### config.mk
export PLATFORM = sky130hd
export DESIGN_NAME = alu_issue_ctrl_flat
export DESIGN_NICKNAME = d
export VERILOG_FILES = /design/src/rtl/alu_pkg.sv /design/src/rtl/alu_issue_ctrl_if.sv /design/src/rtl/alu_op_decode.sv /design/src/rtl/alu_issue_ctrl.sv /design/src/flat_wrapper.sv
export SDC_FILE = /design/constraint.sdc
export NUM_CORES = 1
export LEC_CHECK = 0
export BUFFER_PORTS_ARGS = -buffer_cell sky130_fd_sc_hd__buf_2
export CORE_MARGIN = 1
export CORE_UTILIZATION = 48
export DETAILED_ROUTE_END_ITERATION = 8
export PLACE_DENSITY = 0.81
export SLEW_MARGIN = 20
export SYNTH_ARGS = -nofsm -noshare
export SYNTH_HDL_FRONTEND = slang
export SYNTH_SLANG_ARGS = --single-unit
### constraint.sdc
create_clock -name clk -period 2.19 [get_ports clk]
set_input_delay 0.5475 -clock clk [delete_from_list [all_inputs] [get_ports clk]]
set_output_delay 0.5475 -clock clk [all_outputs]
set_load 0.02 [all_outputs]
### src/rtl/alu_pkg.sv
// Shared ALU issue definitions: op codes, opcodes, FSM states and decode record.
// Pure declarations, no timing or flow control.
package alu_pkg;

    localparam int XLEN = 32;
    localparam int OP_W = 6;

    localparam logic [OP_W-1:0] ALU_ADD  = 6'd0;
    localparam logic [OP_W-1:0] ALU_SLL  = 6'd1;
    localparam logic [OP_W-1:0] ALU_SLT  = 6'd2;
    localparam logic [OP_W-1:0] ALU_SLTU = 6'd3;
    localparam logic [OP_W-1:0] ALU_XOR  = 6'd4;
    localparam logic [OP_W-1:0] ALU_SRL  = 6'd5;
    localparam logic [OP_W-1:0] ALU_OR   = 6'd6;
    localparam logic [OP_W-1:0] ALU_AND  = 6'd7;
    localparam logic [OP_W-1:0] ALU_SRA  = 6'd8;
    localparam logic [OP_W-1:0] ALU_SUB  = 6'd9;

    localparam logic [6:0] OPC_OP    = 7'b0110011;
    localparam logic [6:0] OPC_OPIMM = 7'b0010011;
    localparam logic [6:0] OPC_LUI   = 7'b0110111;

    typedef enum logic [1:0] {
        IDLE = 2'd0,
        DEC  = 2'd1,
        EXE  = 2'd2,
        WB   = 2'd3
    } state_t;

    typedef struct packed {
        logic [OP_W-1:0] op;
        logic [XLEN-1:0] imm;
        logic            use_imm;
        logic            is_shift;
        logic            zero_rv1;
        logic            illegal;
    } dec_t;

    // Base op for a funct3 value; funct7 refinements are applied by the decoder.
    function automatic logic [OP_W-1:0] f3_to_op(input logic [2:0] f3);
        logic [OP_W-1:0] op;
        case (f3)
            3'b000:  op = ALU_ADD;
            3'b001:  op = ALU_SLL;
            3'b010:  op = ALU_SLT;
            3'b011:  op = ALU_SLTU;
            3'b100:  op = ALU_XOR;
            3'b101:  op = ALU_SRL;
            3'b110:  op = ALU_OR;
            default: op = ALU_AND;
        endcase
        return op;
    endfunction

endpackage

### src/rtl/alu_issue_ctrl_if.sv
// Issue-controller bundle: instruction handshake, regfile read/write ports, ALU operand bus.
// master = issue controller, slave = instruction source / regfile / ALU side.
interface alu_issue_ctrl_if;
    import alu_pkg::*;

    logic [XLEN-1:0] instr;
    logic            instr_valid;
    logic            instr_ready;
    logic [4:0]      rf_rs1;
    logic [4:0]      rf_rs2;
    logic [XLEN-1:0] rf_rd1;
    logic [XLEN-1:0] rf_rd2;
    logic [OP_W-1:0] alu_op;
    logic [XLEN-1:0] alu_rv1;
    logic [XLEN-1:0] alu_rv2;
    logic [XLEN-1:0] alu_rvout;
    logic            rf_we;
    logic [4:0]      rf_wa;
    logic [XLEN-1:0] rf_wd;
    logic            done;
    logic            illegal;

    modport master (
        input  instr, instr_valid, rf_rd1, rf_rd2, alu_rvout,
        output instr_ready, rf_rs1, rf_rs2, alu_op, alu_rv1, alu_rv2,
               rf_we, rf_wa, rf_wd, done, illegal
    );

    modport slave (
        output instr, instr_valid, rf_rd1, rf_rd2, alu_rvout,
        input  instr_ready, rf_rs1, rf_rs2, alu_op, alu_rv1, alu_rv2,
               rf_we, rf_wa, rf_wd, done, illegal
    );

endinterface

### src/rtl/alu_op_decode.sv
// Combinational RV32I OP/OP-IMM decode to ALU op, immediate and flags; LUI under ALU_ISSUE_LUI_EN.
// Zero latency, no flow control.
module alu_op_decode
    import alu_pkg::*;
(
    input  logic [XLEN-1:0] instr,
    output dec_t            dec
);

    logic [6:0] opcode;
    logic [2:0] f3;
    logic [6:0] f7;
    logic       unused_fields;

    assign opcode        = instr[6:0];
    assign f3            = instr[14:12];
    assign f7            = instr[31:25];
    assign unused_fields = ^{instr[19:15], instr[11:7]};

    always_comb begin
        dec          = '0;
        dec.op       = ALU_ADD;
        dec.imm      = {{20{instr[31]}}, instr[31:20]};
        dec.illegal  = 1'b1;
        case (opcode)
            OPC_OP: begin
                dec.illegal  = 1'b0;
                dec.op       = f3_to_op(f3);
                dec.is_shift = (f3 == 3'b001) || (f3 == 3'b101);
                if (f7 == 7'b0100000) begin
                    if (f3 == 3'b000)      dec.op = ALU_SUB;
                    else if (f3 == 3'b101) dec.op = ALU_SRA;
                    else                   dec.illegal = 1'b1;
                end else if (f7 != 7'b0000000) begin
                    dec.illegal = 1'b1;
                end
            end
            OPC_OPIMM: begin
                dec.illegal = 1'b0;
                dec.use_imm = 1'b1;
                dec.op      = f3_to_op(f3);
                // funct7 only qualifies the shift forms; other immediates own those bits
                if (f3 == 3'b001) begin
                    dec.is_shift = 1'b1;
                    if (f7 != 7'b0000000) dec.illegal = 1'b1;
                end else if (f3 == 3'b101) begin
                    dec.is_shift = 1'b1;
                    if (f7 == 7'b0100000)      dec.op = ALU_SRA;
                    else if (f7 != 7'b0000000) dec.illegal = 1'b1;
                end
            end
            OPC_LUI: begin
`ifdef ALU_ISSUE_LUI_EN
                dec.illegal  = 1'b0;
                dec.use_imm  = 1'b1;
                dec.zero_rv1 = 1'b1;
                dec.imm      = {instr[31:12], 12'b0};
`else
                dec.illegal  = 1'b1;
`endif
            end
            default: dec.illegal = 1'b1;
        endcase
    end

endmodule

### src/rtl/alu_issue_ctrl.sv
// RV32I ALU issue sequencer: decode, operand read, ALU drive, regfile writeback (LUI via ALU_ISSUE_LUI_EN).
// Latency: accept at edge N -> rf_we/done in cycle N+3 (illegal: done in N+2); one instruction per 4 cycles.
// Backpressure: instr_ready only in IDLE; the source holds instr/instr_valid until accepted.
module alu_issue_ctrl
    import alu_pkg::*;
(
    input  logic              clk,
    input  logic              reset,
    alu_issue_ctrl_if.master  bus
);

    state_t          state_q,   state_d;
    logic [XLEN-1:0] instr_q,   instr_d;
    logic [OP_W-1:0] alu_op_q,  alu_op_d;
    logic [XLEN-1:0] alu_rv1_q, alu_rv1_d;
    logic [XLEN-1:0] alu_rv2_q, alu_rv2_d;
    logic [XLEN-1:0] res_q,     res_d;
    logic            illegal_q, illegal_d;

    dec_t            dec;
    logic [XLEN-1:0] rv2_sel;
    logic            in_wb;

    alu_op_decode u_dec (
        .instr (instr_q),
        .dec   (dec)
    );

    always_comb begin
        state_d   = state_q;
        instr_d   = instr_q;
        alu_op_d  = alu_op_q;
        alu_rv1_d = alu_rv1_q;
        alu_rv2_d = alu_rv2_q;
        res_d     = res_q;
        illegal_d = illegal_q;
        rv2_sel   = dec.use_imm ? dec.imm : bus.rf_rd2;

        case (state_q)
            IDLE: begin
                if (bus.instr_valid) begin
                    instr_d   = bus.instr;
                    illegal_d = 1'b0;
                    state_d   = DEC;
                end
            end
            DEC: begin
                illegal_d = dec.illegal;
                if (dec.illegal) begin
                    state_d = WB;
                end else begin
                    // The ALU shifts by all of rv2, so only the 5-bit amount may reach it
                    alu_op_d  = dec.op;
                    alu_rv1_d = dec.zero_rv1 ? '0 : bus.rf_rd1;
                    alu_rv2_d = dec.is_shift ? {27'b0, rv2_sel[4:0]} : rv2_sel;
                    state_d   = EXE;
                end
            end
            EXE: begin
                res_d   = bus.alu_rvout;
                state_d = WB;
            end
            default: state_d = IDLE;
        endcase
    end

    always_ff @(posedge clk) begin
        if (reset) begin
            state_q   <= IDLE;
            instr_q   <= '0;
            alu_op_q  <= ALU_ADD;
            alu_rv1_q <= '0;
            alu_rv2_q <= '0;
            res_q     <= '0;
            illegal_q <= 1'b0;
        end else begin
            state_q   <= state_d;
            instr_q   <= instr_d;
            alu_op_q  <= alu_op_d;
            alu_rv1_q <= alu_rv1_d;
            alu_rv2_q <= alu_rv2_d;
            res_q     <= res_d;
            illegal_q <= illegal_d;
        end
    end

    assign in_wb           = (state_q == WB);
    assign bus.instr_ready = (state_q == IDLE);
    assign bus.rf_rs1      = instr_q[19:15];
    assign bus.rf_rs2      = instr_q[24:20];
    assign bus.alu_op      = alu_op_q;
    assign bus.alu_rv1     = alu_rv1_q;
    assign bus.alu_rv2     = alu_rv2_q;
    assign bus.rf_we       = in_wb && !illegal_q && (instr_q[11:7] != 5'd0);
    assign bus.rf_wa       = in_wb ? instr_q[11:7] : 5'd0;
    assign bus.rf_wd       = in_wb ? res_q : '0;
    assign bus.done        = in_wb;
    assign bus.illegal     = in_wb && illegal_q;

endmodule
### src/flat_wrapper.sv
// flat-port wrapper written by rule: the top's interface ports become plain ports
module alu_issue_ctrl_flat import alu_pkg::*;
  (clk, reset, bus_instr, bus_instr_valid, bus_rf_rd1, bus_rf_rd2, bus_alu_rvout, bus_instr_ready, bus_rf_rs1, bus_rf_rs2, bus_alu_op, bus_alu_rv1, bus_alu_rv2, bus_rf_we, bus_rf_wa, bus_rf_wd, bus_done, bus_illegal);
  alu_issue_ctrl_if bus_i ();
  input  logic clk;
  input  logic reset;
  input wire logic [$bits(bus_i.instr)-1:0] bus_instr;
  input wire logic [$bits(bus_i.instr_valid)-1:0] bus_instr_valid;
  input wire logic [$bits(bus_i.rf_rd1)-1:0] bus_rf_rd1;
  input wire logic [$bits(bus_i.rf_rd2)-1:0] bus_rf_rd2;
  input wire logic [$bits(bus_i.alu_rvout)-1:0] bus_alu_rvout;
  output wire logic [$bits(bus_i.instr_ready)-1:0] bus_instr_ready;
  output wire logic [$bits(bus_i.rf_rs1)-1:0] bus_rf_rs1;
  output wire logic [$bits(bus_i.rf_rs2)-1:0] bus_rf_rs2;
  output wire logic [$bits(bus_i.alu_op)-1:0] bus_alu_op;
  output wire logic [$bits(bus_i.alu_rv1)-1:0] bus_alu_rv1;
  output wire logic [$bits(bus_i.alu_rv2)-1:0] bus_alu_rv2;
  output wire logic [$bits(bus_i.rf_we)-1:0] bus_rf_we;
  output wire logic [$bits(bus_i.rf_wa)-1:0] bus_rf_wa;
  output wire logic [$bits(bus_i.rf_wd)-1:0] bus_rf_wd;
  output wire logic [$bits(bus_i.done)-1:0] bus_done;
  output wire logic [$bits(bus_i.illegal)-1:0] bus_illegal;
  assign bus_i.instr = bus_instr;
  assign bus_i.instr_valid = bus_instr_valid;
  assign bus_i.rf_rd1 = bus_rf_rd1;
  assign bus_i.rf_rd2 = bus_rf_rd2;
  assign bus_i.alu_rvout = bus_alu_rvout;
  assign bus_instr_ready = bus_i.instr_ready;
  assign bus_rf_rs1 = bus_i.rf_rs1;
  assign bus_rf_rs2 = bus_i.rf_rs2;
  assign bus_alu_op = bus_i.alu_op;
  assign bus_alu_rv1 = bus_i.alu_rv1;
  assign bus_alu_rv2 = bus_i.alu_rv2;
  assign bus_rf_we = bus_i.rf_we;
  assign bus_rf_wa = bus_i.rf_wa;
  assign bus_rf_wd = bus_i.rf_wd;
  assign bus_done = bus_i.done;
  assign bus_illegal = bus_i.illegal;
  alu_issue_ctrl u_core (.clk(clk), .reset(reset), .bus(bus_i));
endmodule
Word-level counts from Yosys, hierarchy flattened
Cells that the tools add are included.
- flip-flop bits (word level): 137
- input port bits: 131
- output and inout bits: 121
- word-level logic and storage cells: 63
- eq/ne operators: 13
- muxes and demuxes: 29
- bitwise gates (word level): 1
- reduce and logical (&&, ||, !) cells: 13
- operators by type and width (cell ; count):
    $mux W32 ; 3
    $pmux W3 S7 ; 1
    $mux W6 ; 3
    $eq A7 B6 Y1 const B ; 2
    $mux W1 ; 12
    $mux W4 ; 3
    $pmux W6 S2 ; 1
    $eq A3 B3 Y1 const B ; 3
    $eq A7 B5 Y1 const B ; 1
    $reduce_bool A7 Y1 ; 1
    $eq A3 B2 Y1 const B ; 2
    $pmux W1 S2 ; 3
    $pmux W2 S3 ; 1
    $reduce_and A2 Y1 ; 3
    $mux W5 ; 1
    $reduce_bool A5 Y1 ; 1
    $eq A2 B2 Y1 const B ; 2
    $eq A3 B1 Y1 const B ; 1
    $logic_and A1 B1 Y1 ; 3
    $logic_not A3 Y1 ; 1
    $eq A2 B1 Y1 const B ; 1
    $logic_not A2 Y1 ; 1
    $mux W2 ; 1
    $ne A2 B2 Y1 const B ; 1
    other kinds (4) ; 4

Depth between registers and ports, before layout
Gate-level depths: netlist (run 1).
- depth in word-level cells: 8
- gate-level depth with buffers: 8
- mapped depth without buffers: 6

By module
From an unflattened synthesis (run 1), not the netlist that was laid out.
- cells, all modules: 664
- area total of the unflattened synthesis: 6080.8 µm²
- modules (own cells, without submodules) (module ; times used ; cells each ; area an instance (µm²)):
    alu_issue_ctrl ; 1 ; 603 ; 5637.9
    alu_op_decode ; 1 ; 61 ; 442.9

Least setup slack after synthesis (run 1)
Ideal clock, no wire load.
- path kind: register to output
- start point: reg u_core.state_q[0]
- end point: out bus_rf_we
- arrival: 1484 ps
- path slack: 159 ps
- stages on the path, launching flop included: 4
- buffers on the path: 1
- cell sequence: dfxtp_1 > ha_1 > clkbuf_1 > nor3b_1
- longest elaborated chain between the ends: 3
- RTL lines (element ; RTL line ; RTL):
    start, declared ; alu_issue_ctrl.sv:12 ; state_t state_q, state_d;
    start signal, assigned ; alu_issue_ctrl.sv:77 ; state_q <= state_d;
    $eq A2 B2 Y1 ; alu_issue_ctrl.sv:87 ; assign in_wb = (state_q == WB);
    via bus_done ; flat_wrapper.sv:21 ; output wire logic [$bits(bus_i.done)-1:0] bus_done;
    $logic_and A1 B1 Y1 (2 in a row) ; alu_issue_ctrl.sv:94 ; assign bus.rf_we = in_wb && !illegal_q && (instr_q[11:7] != 5'd0);
    end, declared ; flat_wrapper.sv:18 ; output wire logic [$bits(bus_i.rf_we)-1:0] bus_rf_we;
The timed path passes the listed nets, and every way through them passes these cells.

Worst setup path after layout (run 1)
- start point: reg u_core.state_q[0]
- end point: out bus_rf_we
- longest elaborated chain between the ends: 3
- RTL lines (element ; RTL line):
    $eq A2 B2 Y1 ; alu_issue_ctrl.sv:87
    $logic_and A1 B1 Y1 (2 in a row) ; alu_issue_ctrl.sv:94
No other way between the ends.

==> results of run 1 <==
==> synthesized netlist by cell type, drive strengths merged <==
master   number
dfxtp       135
nand2        92
a21oi        71
clkbuf       45
and2         40
nor2         38
o21ai        38
buf          37
mux2i        37
nand4        34
a31oi        32
a311oi       21
a211oi       12
a22oi         6
ha            5
nand2b        4
inv           3
or4           3
nor2b         2
nor3b         2
nor4          2
o21a          2
a2111o        1
a211o         1
a21boi        1
a21o          1
and3          1
conb          1
nand3         1
nand4bb       1
o211a         1
o31a          1
o32ai         1
or3           1
or3b          1
or4b          1
==> area by class of cell <==
type	count	area [um2]	area share (%)
flip-flops and latches	135	2710	35.4
inverters	3	11.3	0.148
clock inverters	3	15.0	0.197
repair buffers	271	1500	19.7
well taps	143	179	2.34
multi-input cells	456	2710	35.4
clock buffers	28	517	6.77
==> cell families after synthesis <==
family,share of synthesized area (%)
and+or+nand+nor,18.8
AOI/OAI and AO/OA,19.7
DFF,46.4
buffers and inverters,7.64
muxes,6.35
adders and majority gates,1.07
other,0.0643
==> registers in the layout (all words and copies together) (netlist names) <==
signal	flops
u_core.bus.alu_rv2	32
u_core.illegal_q	1
u_core.res_q	32
u_core.state_q	2
u_core.bus.alu_op	4
u_core.instr_q	32
u_core.bus.alu_rv1	32
==> metrics by stage <==
stage / cell area [um2] / instances / utilization [%] / hold slack, ns
4_1_cts: 7630 / 1039 / 65.7 / 0.357
3_3_place_gp: 7100 / 1008 / 61.1 / 0.438
2_1_floorplan: 5830 / 676 / - / 0.431
5_1_grt: 7630 / 1039 / 65.7 / 0.367
3_5_place_dp: 7100 / 1008 / 61.1 / 0.443
6_report: 7630 / 1039 / 65.7 / 0.369
==> layer usage <==
layer  routed length (um)  vias up  GRT usage (%)  part of all wire [%]
met3                 1060       39           6.75                   6.7
met1                 6690     2644           30.6                    42
met4                  493        0           13.2                   3.1
met5                    0        -              0                     0
li1                     -     2805              -                     -
met2                 7720      228           42.0                    48
==> worst max path at each step <==
stage	slack [ns]	depth (start not counted)	to
global placement	0.17	6	u_core.state_q[0]$_SDFFE_PP0P_
finish	0.09	4	bus_rf_we
CTS	0.02	4	bus_rf_we
detailed placement	0.13	6	u_core.bus.alu_rv2[21]$_SDFFE_PP0P_
global route	0.0003	6	u_core.bus.alu_rv2[21]$_SDFFE_PP0P_
floorplan	0.16	3	bus_rf_we
==> worst max-delay path, cell delays in order (launching register included) <==
cell	delay (ns)
dfxtp_2	0.37
ha_1	0.20
buf_12	0.18
nor3b_1	0.19
buf_2	0.19
==> power by group <==
group	internal [W]	leakage (nW)	switching (W)
combinational	0.000622	2.05	0.00101
clock	0.00159	0.264	0.000973
sequential	0.00271	1.09	0.000171
total	0.00492	3.41	0.00215
==> impl_metrics.csv, run 1 <==
group,metric,value,unit
clock_tree,root_buffer,"clkbuf_16",
placed_design,port_buffers,249,
worst_setup_path,r2r_end,"u_core.bus.alu_rv2[21]$_SDFFE_PP0P_",
worst_setup_path,startpoint_type,"register",
clock_tree,cts.clk_slew.worst_paths,0.05,ns
worst_setup_path,setup.worst_path.start,"u_core.state_q[0]$_SDFFE_PP0P_",
sta,clock.fmax,476,MHz
die,die_area,0.0126,mm2
worst_setup_path,crit_path_max_fanout,40,
finish,num-fill-cells,989,
detailed_routing,via_per_inst,5.50,
power_and_ir_drop,power,0.00707,W
detailed_routing,dr.pass1.iters,7,
finish,num_antenna_cells,0,
grt,antenna_found_initial,0,
sta,rsz0062_at_grt,"false",
clock_tree,clk_latency,0.41,ns
finish,layout_common_cells,"buf_2, dfxtp_1, nand2_1",
power_and_ir_drop,p_per_area,927,mW/mm2
detailed_routing,routed_wirelength,16000,um
yosys,synth_top_area_cell,"dfxtp_1",
yosys,synth.avg_cell_area,8.64,um2
outcome,status,"finished, violations left",
hold_path,hold_class,"in -> reg",
grt,grt_pass1_wl,25700,um
grt,grt_pass1_vias,5222,
yosys,ys_warn_count,0,
power_and_ir_drop,leakage,3.41,nW
sta,finalHoldViolCount,0,
worst_setup_path,endpoint_kind,"output port",
die,coreArea,0.0116,mm2
finish,fin_nets,1020,
sta,clock_skew,0.00685,ns
sta,fin_ws,0.0881,ns
worst_setup_path,r2r_setup_slack,0.10,ns
grt,grt.total_usage,25.5,%
die,die_x,112,um
clock_tree,cts_sinks,135,
clock_tree,htree_num_levels,4,
sta,tightestPinTransition,0.574,ns
sta,slew_headroom,61.7,%
detailed_routing,drcViolationCount,18,
sta,timing.final.max_slew_violations,0,
yosys,synthDistinctLibCells,42,
finish,final_common_cell,"buf_2",
clock_tree,clockBufferDepth,2,
yosys,synth_cells,675,
yosys,yosysSeqAreaShare,46.4,%
sta,setup_tns,0,ns
hold_path,holdPathStages,3,
placed_design,gp_congestion,0.825,
clock_tree,cts_hold_buffers,0,
outcome,violations,"design-rule violations",
clock_tree,post_cts_buffers,0,
sta,setup_viol,0,
hold_path,hold_end,"u_core.instr_q[18]$_SDFFE_PP0P_",
clock_tree,ctsResizeCount,0,
detailed_routing,via_count,5716,
detailed_routing,ant_nets,0,
worst_setup_path,worstSetupPathType,"reg -> out",
die,num_rows,39,
worst_setup_path,critPathArrivalTime,1.55,ns
yosys,synthTopCellsByArea,"dfxtp_1, mux2i_1, a21oi_1",
clock_tree,tritoncts,"built",
die,die_h,112,um
detailed_routing,wire_per_inst,15.4,um
placed_design,dp_slack,0.129,ns
hold_path,hp-start,"bus_instr[18]",
power_and_ir_drop,ir_drop,0.674,mV
grt,grt_max_degree,64,
placed_design,dp_hpwl,10800,um
grt,overflow,0,
flow_run,drv_cap,0,
die,start_util,50.2,%
clock_tree,cts_buffers,17,
worst_setup_path,reg2reg_depth,6,
die,ios,252,
sta,fin_crit,2.10,ns
yosys,netlist_area,0.00583,mm2
finish,area.growth.synth_to_final,30.9,%
yosys,synth_top_area_share,46.4,%
sta,period_share,96.0,%
detailed_routing,first_iter_violations,668,
yosys,synth-seq-cells,135,
finish,drive_gt1_share,34.3,%
worst_setup_path,r2r_start,"u_core.instr_q[31]$_SDFFE_PP0P_",
worst_setup_path,worstPathRequired,1.64,ns
Power figures use the tool's default switching activity.
==> run 2, diff against run 1 <==
--- a/config.mk
+++ b/config.mk
@@ -10,6 +10,7 @@
 export CORE_UTILIZATION = 48
 export DETAILED_ROUTE_END_ITERATION = 8
 export PLACE_DENSITY = 0.81
+export RECOVER_POWER = 50
 export SLEW_MARGIN = 20
 export SYNTH_ARGS = -nofsm -noshare
 export SYNTH_HDL_FRONTEND = slang
==> run 2 against run 1 <==
  * The run still ends with design-rule violations left
  * Sequential share of layout area rose by 0.54 points
  * Cell area fell by 1.5%
  * Maximum frequency up 0.10%
  * Critical path depth is the same
  * Clock power is essentially flat
  * Register-to-register slack about the same
  * Sequential power barely moved
  * Global-route usage did not move
  * Die area unchanged
  * Critical path type unchanged
==> impl_metrics.csv, run 2 (same netlist as run 1, synthesis figures left out) <==
group,metric,value,unit
outcome,status,"finished, violations left",
outcome,violations,"design-rule violations",
finish,area.growth.synth_to_final,28.9,%
worst_setup_path,reg2reg_depth,6,
worst_setup_path,r2r_start,"u_core.instr_q[31]$_SDFFE_PP0P_",
placed_design,dp_hpwl,10800,um
power_and_ir_drop,sw_frac_of_total,30.5,%
grt,grt_max_degree,64,
detailed_routing,via_per_inst,5.51,
finish,fin_area,0.00752,mm2
grt,grt.total_usage,25.5,%
clock_tree,clk_latency,0.41,ns
sta,period_share,95.9,%
sta,slew_headroom,28.6,%
sta,setup_viol,0,
clock_tree,cts.clk_slew.worst_paths,0.05,ns
sta,clock_skew,0.00710,ns
hold_path,hold_end,"u_core.instr_q[18]$_SDFFE_PP0P_",
sta,rsz0062_at_grt,"false",
placed_design,place_area,0.00710,mm2
clock_tree,clockBufferDepth,2,
power_and_ir_drop,combPwrFrac,22.8,%
hold_path,hp-start,"bus_instr[18]",
clock_tree,htree_num_levels,4,
placed_design,gp_congestion,0.825,
power_and_ir_drop,p_per_area,938,mW/mm2
clock_tree,tritoncts,"built",
detailed_routing,ant_nets,0,
flow_run,drv_cap,0,
finish,final_cells,1039,
power_and_ir_drop,power,0.00705,W
clock_tree,cts_sinks,135,
die,num_rows,39,
worst_setup_path,crit_path_max_fanout,40,
grt,grt_pass1_wl,25700,um
clock_tree,post_cts_buffers,0,
detailed_routing,via_count,5728,
clock_tree,cts_buffers,17,
worst_setup_path,setup.worst_path.start,"u_core.state_q[0]$_SDFFE_PP0P_",
die,ios,252,
power_and_ir_drop,power.net_switching,0.00215,W
detailed_routing,first_iter_violations,702,
finish,num_antenna_cells,0,
worst_setup_path,startpoint_type,"register",
placed_design,port_buffers,249,
die,coreArea,0.0116,mm2
sta,tightestPinTransition,1.07,ns
finish,layout_common_cells,"buf_2, dfxtp_1, nand2_1",
die,die_area,0.0126,mm2
worst_setup_path,worstPathRequired,1.64,ns
die,die_h,112,um
detailed_routing,dr.pass1.iters,7,
worst_setup_path,r2r_end,"u_core.bus.alu_rv2[18]$_SDFFE_PP0P_",
worst_setup_path,r2r_setup_slack,0.09,ns
die,die_x,112,um
detailed_routing,drcViolationCount,18,
clock_tree,root_buffer,"clkbuf_16",
hold_path,holdPathStages,3,
power_and_ir_drop,pwr-share-clk,36.3,%
finish,drive_gt1_share,25.4,%
sta,setup_tns,0,ns
worst_setup_path,endpoint_kind,"output port",
worst_setup_path,worstSetupPathType,"reg -> out",
power_and_ir_drop,intPower,0.00490,W
placed_design,dp_slack,0.129,ns
power_and_ir_drop,ir_drop,0.676,mV
sta,timing.final.max_slew_violations,0,
sta,fin_ws,0.0902,ns
placed_design,dp.cells,1008,
clock_tree,ctsResizeCount,0,
detailed_routing,wire_per_inst,15.5,um
grt,overflow,0,
grt,antenna_found_initial,0,
grt,grt_pass1_vias,5222,
detailed_routing,routed_wirelength,16100,um
sta,finalHoldViolCount,0,
die,start_util,50.2,%
sta,fin_crit,2.10,ns
finish,fin_nets,1020,
hold_path,hold_class,"in -> reg",
power_and_ir_drop,power_frac_seq,40.9,%
clock_tree,cts_hold_buffers,0,
sta,clock.fmax,476,MHz
worst_setup_path,critPathArrivalTime,1.55,ns
power_and_ir_drop,leakage,3.07,nW
finish,final_common_cell,"buf_2",
## run 2: cell types whose count changed in the layout (fill, tap and decap cells not counted)
cell / delta
ha_2: -1
buf_12: -1
buf_2: -78
clkbuf_1: +78
ha_1: +1
clkbuf_2: +1
## run 2: final cells by class
cell class                      instances  area [um2]
Timing Repair Buffer                  271        1390
Fill cell                            1039        4100
Clock inverter                          3        15.0
Multi-Input combinational cell        456        2700
Clock buffer                           28         517
Inverter                                3        11.3
Tap cell                              143         179
Sequential cell                       135        2710
## run 2: per-layer routing
layer / wire, um / vias up / global-route usage (%)
li1: - / 2804 / -
met1: 6640 / 2640 / 30.6
met2: 7760 / 242 / 42.0
met3: 1130 / 42 / 6.75
met4: 524 / 0 / 13.2
met5: 0 / - / 0
## run 2: worst max-delay path by stage
stage / to / slack [ns] / cells past startpoint
6_report: bus_rf_we / 0.09 / 4
4_1_cts: bus_rf_we / 0.02 / 4
3_5_place_dp: u_core.bus.alu_rv2[21]$_SDFFE_PP0P_ / 0.13 / 6
5_1_grt: u_core.bus.alu_rv2[21]$_SDFFE_PP0P_ / 0.0003 / 6
3_3_place_gp: u_core.state_q[0]$_SDFFE_PP0P_ / 0.17 / 6
2_1_floorplan: bus_rf_we / 0.16 / 3
## run 2: stage by stage
step,util [%],hold slack (ns)
floorplan,-,0.431
global placement,61.1,0.438
detailed placement,61.1,0.443
CTS,65.7,0.357
global route,64.7,0.367
finish,64.7,0.370
## run 2: power by group through the flow
stage / Clock, W / Sequential [W] / Combinational (W)
2_1_floorplan: 0 / 0.00288 / 0.00123
3_3_place_gp: 0 / 0.00292 / 0.00161
3_5_place_dp: 0 / 0.00293 / 0.00163
4_1_cts: 0.00259 / 0.00288 / 0.00164
5_1_grt: 0.00274 / 0.00292 / 0.00179
6_report: 0.00256 / 0.00288 / 0.00161
## run 2: worst max-delay path, stage by stage (launching register included)
cell,delay (ns)
dfxtp_2,0.37
ha_1,0.20
buf_12,0.18
nor3b_1,0.19
buf_2,0.19
